===== src/rtl/pwm_motor_if.sv =====
// -----------------------------------------------------------------------------
// pwm_motor_if
// Command and status bundle for the multi-channel PWM motor driver.
//
// Signals:
//   cmd           packed per-channel commands, channel i at [i*CMD_W +: CMD_W];
//                 MSB = direction (1 = reverse), low CMD_W-1 bits = magnitude
//   cmd_valid     per-channel load strobe
//   estop         level-sensitive emergency stop
//   spd           per-channel PWM speed output
//   dir           per-channel direction output
//   busy          per-channel "not yet settled at target"
//   period_start  one-clk pulse on the first clk of each PWM period
//
// Modports:
//   master  drives commands, observes status (controller / testbench side)
//   slave   the driver itself
// -----------------------------------------------------------------------------
interface pwm_motor_if #(
  parameter int CHANNELS = 2,
  parameter int CMD_W    = 4
);
  logic [CHANNELS*CMD_W-1:0] cmd;
  logic [CHANNELS-1:0]       cmd_valid;
  logic                      estop;
  logic [CHANNELS-1:0]       spd;
  logic [CHANNELS-1:0]       dir;
  logic [CHANNELS-1:0]       busy;
  logic                      period_start;

  modport master (
    output cmd, cmd_valid, estop,
    input  spd, dir, busy, period_start
  );

  modport slave (
    input  cmd, cmd_valid, estop,
    output spd, dir, busy, period_start
  );
endinterface


===== src/rtl/pwm_motor_ctrl.sv =====
// -----------------------------------------------------------------------------
// pwm_motor_ctrl
// Multi-channel PWM motor driver. Each channel turns a signed speed command
// (direction bit + magnitude) into a glitch-free PWM speed output and a
// direction output. Duty ramps by one LSB per step strobe; a direction change
// ramps the duty down to zero, holds a dead time with the output forced low,
// flips direction and ramps back up. estop drops every channel to duty 0
// immediately without any reversal.
//
// Ports:
//   clk  system clock
//   rst  asynchronous, active-low reset
//   bus  pwm_motor_if.slave: cmd / cmd_valid / estop in,
//        spd / dir / busy / period_start out
//
// Timebase (shared by all channels):
//   prescaler 0..PRESCALE-1 -> tick; PWM counter cnt 0..MAX-1 advances on tick,
//   so a period is MAX ticks. The tick on which cnt wraps is the period
//   boundary; every RAMP_PERIODS-th boundary is a step.
// -----------------------------------------------------------------------------
module pwm_motor_ctrl #(
  parameter int CHANNELS     = 2,
  parameter int CMD_W        = 4,
  parameter int PRESCALE     = 100,
  parameter int RAMP_PERIODS = 4,
  parameter int DEAD_PERIODS = 2
) (
  input  logic         clk,
  input  logic         rst,
  pwm_motor_if.slave   bus
);

  localparam int M   = CMD_W - 1;
  localparam int MAX = (1 << M) - 1;
  localparam int PW  = (PRESCALE > 1) ? $clog2(PRESCALE) : 1;
  localparam int RW  = (RAMP_PERIODS > 1) ? $clog2(RAMP_PERIODS) : 1;
  localparam int DW  = $clog2(DEAD_PERIODS + 1);

  typedef enum logic [1:0] {
    ST_RUN  = 2'd0,
    ST_DOWN = 2'd1,
    ST_DEAD = 2'd2
  } state_e;

  typedef struct packed {
    state_e         state;
    logic [M-1:0]   duty;
    logic [M-1:0]   target_mag;
    logic           target_dir;
    logic           cur_dir;
    logic [DW-1:0]  dead_cnt;
  } chan_t;

  // ---------------------------------------------------------------------------
  // Shared timebase
  // ---------------------------------------------------------------------------
  logic [PW-1:0] presc_q;
  logic [M-1:0]  cnt_q;
  logic [RW-1:0] pcnt_q;
  logic          period_start_q;

  logic tick;
  logic wrap;
  logic boundary;
  logic step;

  assign tick     = (presc_q == PW'(PRESCALE - 1));
  assign wrap     = (cnt_q == M'(MAX - 1));
  assign boundary = tick && wrap;
  assign step     = boundary && (pcnt_q == RW'(RAMP_PERIODS - 1));

  // NOTE: every clocked process uses non-blocking assignments so all
  // registers update together from the values present before the edge.
  always_ff @(posedge clk or negedge rst) begin
    if (!rst) begin
      presc_q        <= '0;
      cnt_q          <= '0;
      pcnt_q         <= '0;
      period_start_q <= 1'b0;
    end else begin
      presc_q <= tick ? '0 : presc_q + 1'b1;
      if (tick) begin
        cnt_q <= wrap ? '0 : cnt_q + 1'b1;
      end
      if (boundary) begin
        pcnt_q <= (pcnt_q == RW'(RAMP_PERIODS - 1)) ? '0 : pcnt_q + 1'b1;
      end
      period_start_q <= boundary;
    end
  end

  assign bus.period_start = period_start_q;

  // ---------------------------------------------------------------------------
  // Per-channel state
  // ---------------------------------------------------------------------------
  chan_t               ch_q [CHANNELS];
  chan_t               ch_d [CHANNELS];
  logic [CHANNELS-1:0] spd_q;
  logic [CHANNELS-1:0] spd_d;

  always_ff @(posedge clk or negedge rst) begin
    if (!rst) begin
      for (int i = 0; i < CHANNELS; i++) begin
        ch_q[i] <= '0;
      end
      spd_q <= '0;
    end else begin
      for (int i = 0; i < CHANNELS; i++) begin
        ch_q[i] <= ch_d[i];
      end
      spd_q <= spd_d;
    end
  end

  // Next-state logic. Duty only ever changes on a step (which is also a
  // boundary), i.e. together with cnt wrapping to 0, so every period runs
  // with a single duty value and no pulse is cut short or stretched.
  always_comb begin
    for (int i = 0; i < CHANNELS; i++) begin
      // NOTE: hold every field by default before any branch so that no path
      // through this block leaves a variable unassigned (no latches).
      ch_d[i]  = ch_q[i];
      spd_d[i] = 1'b0;

      if (bus.estop) begin
        // Emergency stop: drop to zero in place, cancel any pending reversal,
        // and ignore commands. The timebase is left running.
        ch_d[i].state      = ST_RUN;
        ch_d[i].duty       = '0;
        ch_d[i].target_mag = '0;
        ch_d[i].target_dir = ch_q[i].cur_dir;
        ch_d[i].dead_cnt   = '0;
      end else begin
        if (bus.cmd_valid[i]) begin
          ch_d[i].target_dir = bus.cmd[i*CMD_W + M];
          ch_d[i].target_mag = bus.cmd[i*CMD_W +: M];
        end

        // cnt ranges 0..MAX-1, so duty 0 never drives high and duty MAX
        // never drives low -- no one-clk glitch at the wrap.
        spd_d[i] = (ch_q[i].state != ST_DEAD) && (cnt_q < ch_q[i].duty);

        unique case (ch_q[i].state)
          ST_RUN: begin
            if (ch_q[i].target_dir != ch_q[i].cur_dir) begin
              ch_d[i].state = ST_DOWN;
            end else if (step) begin
              if (ch_q[i].duty < ch_q[i].target_mag) begin
                ch_d[i].duty = ch_q[i].duty + 1'b1;
              end else if (ch_q[i].duty > ch_q[i].target_mag) begin
                ch_d[i].duty = ch_q[i].duty - 1'b1;
              end
            end
          end

          ST_DOWN: begin
            // Already at zero: enter dead time straight away. Otherwise the
            // step that takes duty to zero is also the dead-time entry.
            if (ch_q[i].duty == '0) begin
              ch_d[i].state    = ST_DEAD;
              ch_d[i].dead_cnt = '0;
            end else if (step) begin
              ch_d[i].duty = ch_q[i].duty - 1'b1;
              if (ch_q[i].duty == M'(1)) begin
                ch_d[i].state    = ST_DEAD;
                ch_d[i].dead_cnt = '0;
              end
            end
          end

          ST_DEAD: begin
            if (boundary) begin
              ch_d[i].dead_cnt = ch_q[i].dead_cnt + 1'b1;
              if (ch_q[i].dead_cnt == DW'(DEAD_PERIODS - 1)) begin
                // Adopt the most recent direction, including one loaded on
                // this very cycle.
                ch_d[i].cur_dir = ch_d[i].target_dir;
                ch_d[i].state   = ST_RUN;
              end
            end
          end

          default: begin
            ch_d[i].state = ST_RUN;
          end
        endcase
      end
    end
  end

  // ---------------------------------------------------------------------------
  // Outputs
  // ---------------------------------------------------------------------------
  assign bus.spd = spd_q;

  // dir is the registered cur_dir; it is held through DOWN and DEAD and only
  // changes on the boundary that ends the dead time.
  always_comb begin
    bus.dir  = '0;
    bus.busy = '0;
    for (int i = 0; i < CHANNELS; i++) begin
      bus.dir[i]  = ch_q[i].cur_dir;
      bus.busy[i] = (ch_q[i].state != ST_RUN) ||
                    (ch_q[i].duty != ch_q[i].target_mag) ||
                    (ch_q[i].target_dir != ch_q[i].cur_dir);
    end
  end

endmodule


===== src/flat_wrapper.sv =====
// flat-port wrapper written by rule: the top's interface ports become plain ports
module pwm_motor_ctrl_flat 
#(
  parameter int CHANNELS     = 2,
  parameter int CMD_W        = 4,
  parameter int PRESCALE     = 100,
  parameter int RAMP_PERIODS = 4,
  parameter int DEAD_PERIODS = 2
)
  (clk, rst, bus_cmd, bus_cmd_valid, bus_estop, bus_spd, bus_dir, bus_busy, bus_period_start);
  pwm_motor_if #(.CHANNELS(CHANNELS), .CMD_W(CMD_W)) bus_i ();
  input  logic clk;
  input  logic rst;
  input wire logic [$bits(bus_i.cmd)-1:0] bus_cmd;
  input wire logic [$bits(bus_i.cmd_valid)-1:0] bus_cmd_valid;
  input wire logic [$bits(bus_i.estop)-1:0] bus_estop;
  output wire logic [$bits(bus_i.spd)-1:0] bus_spd;
  output wire logic [$bits(bus_i.dir)-1:0] bus_dir;
  output wire logic [$bits(bus_i.busy)-1:0] bus_busy;
  output wire logic [$bits(bus_i.period_start)-1:0] bus_period_start;
  assign bus_i.cmd = bus_cmd;
  assign bus_i.cmd_valid = bus_cmd_valid;
  assign bus_i.estop = bus_estop;
  assign bus_spd = bus_i.spd;
  assign bus_dir = bus_i.dir;
  assign bus_busy = bus_i.busy;
  assign bus_period_start = bus_i.period_start;
  pwm_motor_ctrl #(.CHANNELS(CHANNELS), .CMD_W(CMD_W), .PRESCALE(PRESCALE), .RAMP_PERIODS(RAMP_PERIODS), .DEAD_PERIODS(DEAD_PERIODS)) u_core (.clk(clk), .rst(rst), .bus(bus_i));
endmodule

===== config.mk =====
export PLATFORM = sky130hd
export DESIGN_NAME = pwm_motor_ctrl_flat
export DESIGN_NICKNAME = d
export VERILOG_FILES = /design/src/rtl/pwm_motor_if.sv /design/src/rtl/pwm_motor_ctrl.sv /design/src/flat_wrapper.sv
export SDC_FILE = /design/constraint.sdc
export NUM_CORES = 1
export LEC_CHECK = 0
export CORE_AREA = 2 2 64 72
export CTS_CLUSTER_SIZE = 20
export DETAILED_ROUTE_END_ITERATION = 12
export DIE_AREA = 0 0 66 74
export GPL_TIMING_DRIVEN = 0
export MAX_ROUTING_LAYER = met4
export PLACE_DENSITY = 0.79
export SKIP_LAST_GASP = 1
export SLEW_MARGIN = 20
export SYNTH_ARGS = -nofsm -noshare
export SYNTH_HDL_FRONTEND = slang
export SYNTH_SLANG_ARGS = --single-unit
export TNS_END_PERCENT = 10

===== constraint.sdc =====
create_clock -name clk -period 4.8 [get_ports clk]
set_clock_uncertainty 0.1 [all_clocks]
set_input_delay 0.96 -clock clk [delete_from_list [all_inputs] [get_ports clk]]
set_output_delay 0.96 -clock clk [all_outputs]
set_load 0.05 [all_outputs]

Word level (Yosys, flattened, before mapping)
Index checks and enable logic that the tools add are counted.

Register bits: 39. Latch bits: 0. RAM bits: 0. ROM bits: 0. Input bits: 13. Output and inout bits: 7. Logic and storage cells: 145. Memories: 0.

Add/subtract/negate cells: 9. Multiply operators: 0. Divide/modulo/power cells: 0. $lt $le $gt $ge: 6. Eq/ne operators: 37. Shift operators: 0. Multiplexer cells: 47. Bitwise operators: 1. Reductions and logical operators: 28.

Operators with widths (number): 2-bit 2-to-1 mux (21); 3-bit 2-to-1 mux (11); 3-bit by 2-bit inequality test with 1-bit output, second input constant (10); 4-bit by 2-bit inequality test with 1-bit output, second input constant (6); 9-bit 2-to-1 mux (2); 4-bit AND reduction (4); 3-bit < comparator (4); 3-bit inequality test, second input constant (4); 2-bit one-hot mux with 3 select lines (2); 3-bit one-hot mux with 2 select lines (2); 6-bit AND reduction (2); 3-bit nonzero test (4); 5-bit 2-to-1 mux (2); 5-bit AND reduction (2); 3-bit by 1-bit adder with 3-bit output, second input constant (3); 2-bit by 1-bit == test with 1-bit output, second input constant (4); 4-bit 2-to-1 mux (2); 2-bit one-hot mux with 2 select lines (2); 2-bit nonzero test (4); 7-bit by 1-bit adder with 7-bit output, second input constant (1); 7-bit == test, second input constant (1); 7-bit 2-to-1 mux (1); 2-bit by 1-bit adder with 2-bit output, second input constant (3); 2-bit == test, second input constant (3); 13 further kinds (28).

Longest topological paths before layout
Depth in word-level cells: 7. Depth in mapped cells: 9. Mapped depth without buffers: 8.

Least setup slack after synthesis
No wires, ideal clock.

Path kind: flip-flop to output port. Start: register u_core.ch_q[7] (netlist bit). End: output bus_busy[1]. Arrival time: 1.325 ns. Data required time: 3.740 ns. Slack: 2.415 ns. Cell stages (with the launch flop): 5. Cells stage by stage: dfrtp_1 > inv_1 > ha_1 > and3_1 > nand3b_1.

Cells in the longest elaborated chain, start to end: 3.

RTL lines: from (decl) (RTL line pwm_motor_ctrl.sv:97) `chan_t ch_q [CHANNELS];`; from (signal, indexed assignment) (RTL line pwm_motor_ctrl.sv:110) `ch_q[i] <= ch_d[i];`; 3-bit inequality test (RTL line pwm_motor_ctrl.sv:205) `(ch_q[i].duty != ch_q[i].target_mag) ||`; 1-bit logical OR (RTL line pwm_motor_ctrl.sv:204) `bus.busy[i] = (ch_q[i].state != ST_RUN) ||`; 1-bit logical OR (RTL line pwm_motor_ctrl.sv:205); to (decl) (RTL line flat_wrapper.sv:19) `output wire logic [$bits(bus_i.busy)-1:0] bus_busy;`.

Every way passes these cells.

Worst setup path in the final report
Start: register u_core.ch_q[19] (netlist bit). End: output bus_busy[0].

The elaborated chain is that of the path after synthesis.

==> impl_metrics.env <==
export IMPL_cp_required_ps=3740
export IMPL_fillCellCount=344
export IMPL_slew_at_the_pin_with_the_worst_max_slew_slack_ps=521.2
export IMPL_globalRoute_totalOverflow=0
export IMPL_worst_hold_startpoint="u_core.presc_q[0]$_DFF_PN0_"
export IMPL_commonest_non_fill_non_tap_cell_in_the_layout="dfrtp_1"
export IMPL_first_pass_iters=4
export IMPL_postSynthCellCount=239
export IMPL_critical_path_arrival_ps=2240
export IMPL_synth_cell_type_count=53
export IMPL_area_sequential_sq_um=975.9
export IMPL_synth_seq_area_share=0.4101
export IMPL_initial_drc_count=74
export IMPL_area_delta_synth_final_pct=14.88
export IMPL_cts_root_buf="clkbuf_8"
export IMPL_multiInputGateArea_sq_um=1294
export IMPL_avgSynthCellArea_sq_um=9.957
export IMPL_slew_limit_headroom=0.6525
export IMPL_initial_core_util=0.5678
export IMPL_maxcap_viol_count=0
export IMPL_critical_path_reg2reg_endpoint="u_core.ch_q[9]$_DFFE_PN0P_"
export IMPL_fin_crit_sh=0.6880
export IMPL_die_height_microns=74
export IMPL_dp_cells=313
export IMPL_drc_errors=0
export IMPL_worstRegToRegCells=7
export IMPL_port_buffers=19
export IMPL_cts_repair_timing_setup_buffer_count=0
export IMPL_crit_path_max_fanout=5
export IMPL_place_gp_congestion=0.8356
export IMPL_synth_largest_type_area_fraction=0.4101
export IMPL_route_detailed_wl_per_inst_microns=14.07
export IMPL_antenna_diode_count=0
export IMPL_postSynth_asyncResetShare=1.000
export IMPL_crit_slowest_cell="clkdlybuf4s50_1"
export IMPL_synth_top_flop_cell="dfrtp_1"
export IMPL_path_clk_slew_ps=70
export IMPL_worst_skew_pair_later_pin_latency_ps=290
export IMPL_grt_max_degree=33
export IMPL_instances_no_fill=321
export IMPL_detail_route_vias_per_cell=5.741
export IMPL_clock_path_buffers=2
export IMPL_layout_min_cycle_time_ps=3302
export IMPL_tritoncts_num_buffers=5
export IMPL_route_final_wire_length_microns=4517
export IMPL_clock_sink_count=39
export IMPL_post_layout_total_power_w=0.0006439
export IMPL_crit_end="bus_busy[0]"
export IMPL_floorplan_die_width_microns=66
export IMPL_final_cell_mix="dfrtp_1 (39), nor2_1 (26), ha_1 (22), inv_1 (18), clkdlybuf4s50_1 (18)"
export IMPL_kind_of_end_point_of_the_critical_path="output pin"
export IMPL_synthDominantAreaCellType="dfrtp_1"
export IMPL_ios=20
export IMPL_setup_reg_to_reg_worst_slack_ps=2330
export IMPL_yosysWarnings=0
export IMPL_final_setup_tns_ps=0
export IMPL_number_of_storage_elements_in_the_synthesis_netlist=39
export IMPL_ctsHoldBuffers=0
export IMPL_crit_path_max_incr_delay_ps=720
export IMPL_timing_critical_path_from="u_core.ch_q[19]$_DFFE_PN0P_"
export IMPL_number_of_hold_slack_violations_in_the_final_timing_report=0
export IMPL_ir_drop_v=0.0002119
export IMPL_dpl_worst_slack_ps=1806
export IMPL_fp_dieArea_sq_um=4884
export IMPL_gr_usage_all_layers=0.2233
export IMPL_share_of_cells_above_drive_strength_1=0.1049
export IMPL_synth_area_top_cells="dfrtp_1 (41%), ha_1 (12%), nor2_1 (4.1%)"
export IMPL_crit_path_cell_trace="inv_1 > ha_1 > nand3_1 > nor3_1 > nand2_1 > clkdlybuf4s50_1"
export IMPL_grt_pass1_wl_microns=8024
export IMPL_finalNetCount=301
export IMPL_fin_worst_hold_slack_ps=366.7
export IMPL_setup_worst_path_start_class="register"
export IMPL_result_of_the_run="finished clean"
export IMPL_worst_slack_ps=1498
export IMPL_place_hpwl_microns=3328
export IMPL_synth_cell_area_sq_um=2380
export IMPL_p_per_area_nw_per_um2=235.5
export IMPL_rows=25
export IMPL_synthesis_nets=274
export IMPL_cellLeakagePower_nw=1.257
export IMPL_ant_nets=0
export IMPL_cts_htree_levels=2
export IMPL_vias_in_the_first_global_route=1830
export IMPL_synth_enable_flop_cells=0
export IMPL_final_max_slew_viol_count=0
export IMPL_cts_repair_resized_insts=0
export IMPL_setup_viol=0
export IMPL_max_clock_freq_mhz=302.8
export IMPL_min_delay_path_class="reg -> reg"
export IMPL_crit_type="reg -> out"
export IMPL_crit_reg2reg_launch="u_core.ch_q[7]$_DFFE_PN0P_"
export IMPL_setup_repair_after_global_routing_missed_its_margin="false"
export IMPL_clock_tree_from_tritoncts="built"
export IMPL_number_of_antenna_violations_at_the_first_check_in_global_routing=0
export IMPL_coreArea_sq_um=4192
export IMPL_vias=1843
[per-stage QoR]
stage	util	area, sq um
detailed placement	0.6328	2653
global route	0.6522	2734
floorplan	-	2380
CTS	0.6522	2734
global placement	0.6293	2638
finish	0.6522	2734
[power by group]
group           total, W  switching [W]  internal [W]
Combinational  0.0000933      0.0000519     0.0000414
Sequential      0.000340     0.00000571      0.000334
Clock           0.000210       0.000108      0.000102
[synthesized netlist by cell type (2+ instances only)]
cell        n
a2111oi_0   2
a211oi_1    2
a21oi_1    13
a31oi_1     2
and3_1      3
and3b_1     2
buf_4       3
clkbuf_1    3
dfrtp_1    39
ha_1       22
inv_1      18
mux2_2      7
mux2i_1     6
nand2_1    11
nand2b_1    6
nand3_1     8
nand3b_1    2
nand4_1     2
nor2_1     26
nor2b_1     5
nor3_1      2
nor3b_1     2
o21ai_0    12
o21bai_1    2
o31ai_1     4
or3_1       3
xnor2_1     5
xor2_1      2
[worst min-delay path by stage]
stage,to,cells past startpoint
after floorplan,u_core.presc_q[0]$_DFF_PN0_,1
after global placement,u_core.presc_q[0]$_DFF_PN0_,1
after detailed placement,u_core.presc_q[0]$_DFF_PN0_,1
after CTS,u_core.presc_q[0]$_DFF_PN0_,1
after global routing,u_core.presc_q[0]$_DFF_PN0_,1
final,u_core.presc_q[0]$_DFF_PN0_,1
[flip-flops by register name, indices dropped and copies added, names as in the netlist]
register,count
u_core.ch_q,22
u_core.presc_q,7
u_core.cnt_q,3
u_core.bus.dir,2
u_core.bus.spd,2
u_core.pcnt_q,2
u_core.bus.period_start,1
[final cells by class]
class / count / share of cell area
buffer: 7 / 0.01419
tap: 54 / 0.02471
sequential: 39 / 0.3570
clock inverter: 1 / 0.001831
timing repair buffer: 20 / 0.07506
clock buffer: 7 / 0.02792
inverter: 19 / 0.02609
multi-input combinational: 174 / 0.4732
[kinds of logic after synthesis]
| kind of cell | share of synthesized area |
|---|---|
| simple gates | 0.1893 |
| buf+inv | 0.04626 |
| xor+xnor | 0.02576 |
| compound gates | 0.1498 |
| fa+ha+maj | 0.1157 |
| flops | 0.4101 |
| mux | 0.06309 |
[critical path, delay by kind of cell (launching register included)]
family                   cells  cell delay [ps]
adder cells (fa/ha/maj)      1              300
flip-flops                   1              390
buffers and inverters        2              830
AND/OR/NAND/NOR              3              440
[routing by layer]
metal	track usage	vias to the layer above	wire length, microns
met5	-	-	0
met4	0.1043	0	55
met3	0.03328	6	128
met2	0.3850	32	2275
met1	0.2569	904	2058
li1	-	901	-
No activity file was read; power rests on OpenSTA's default activity.
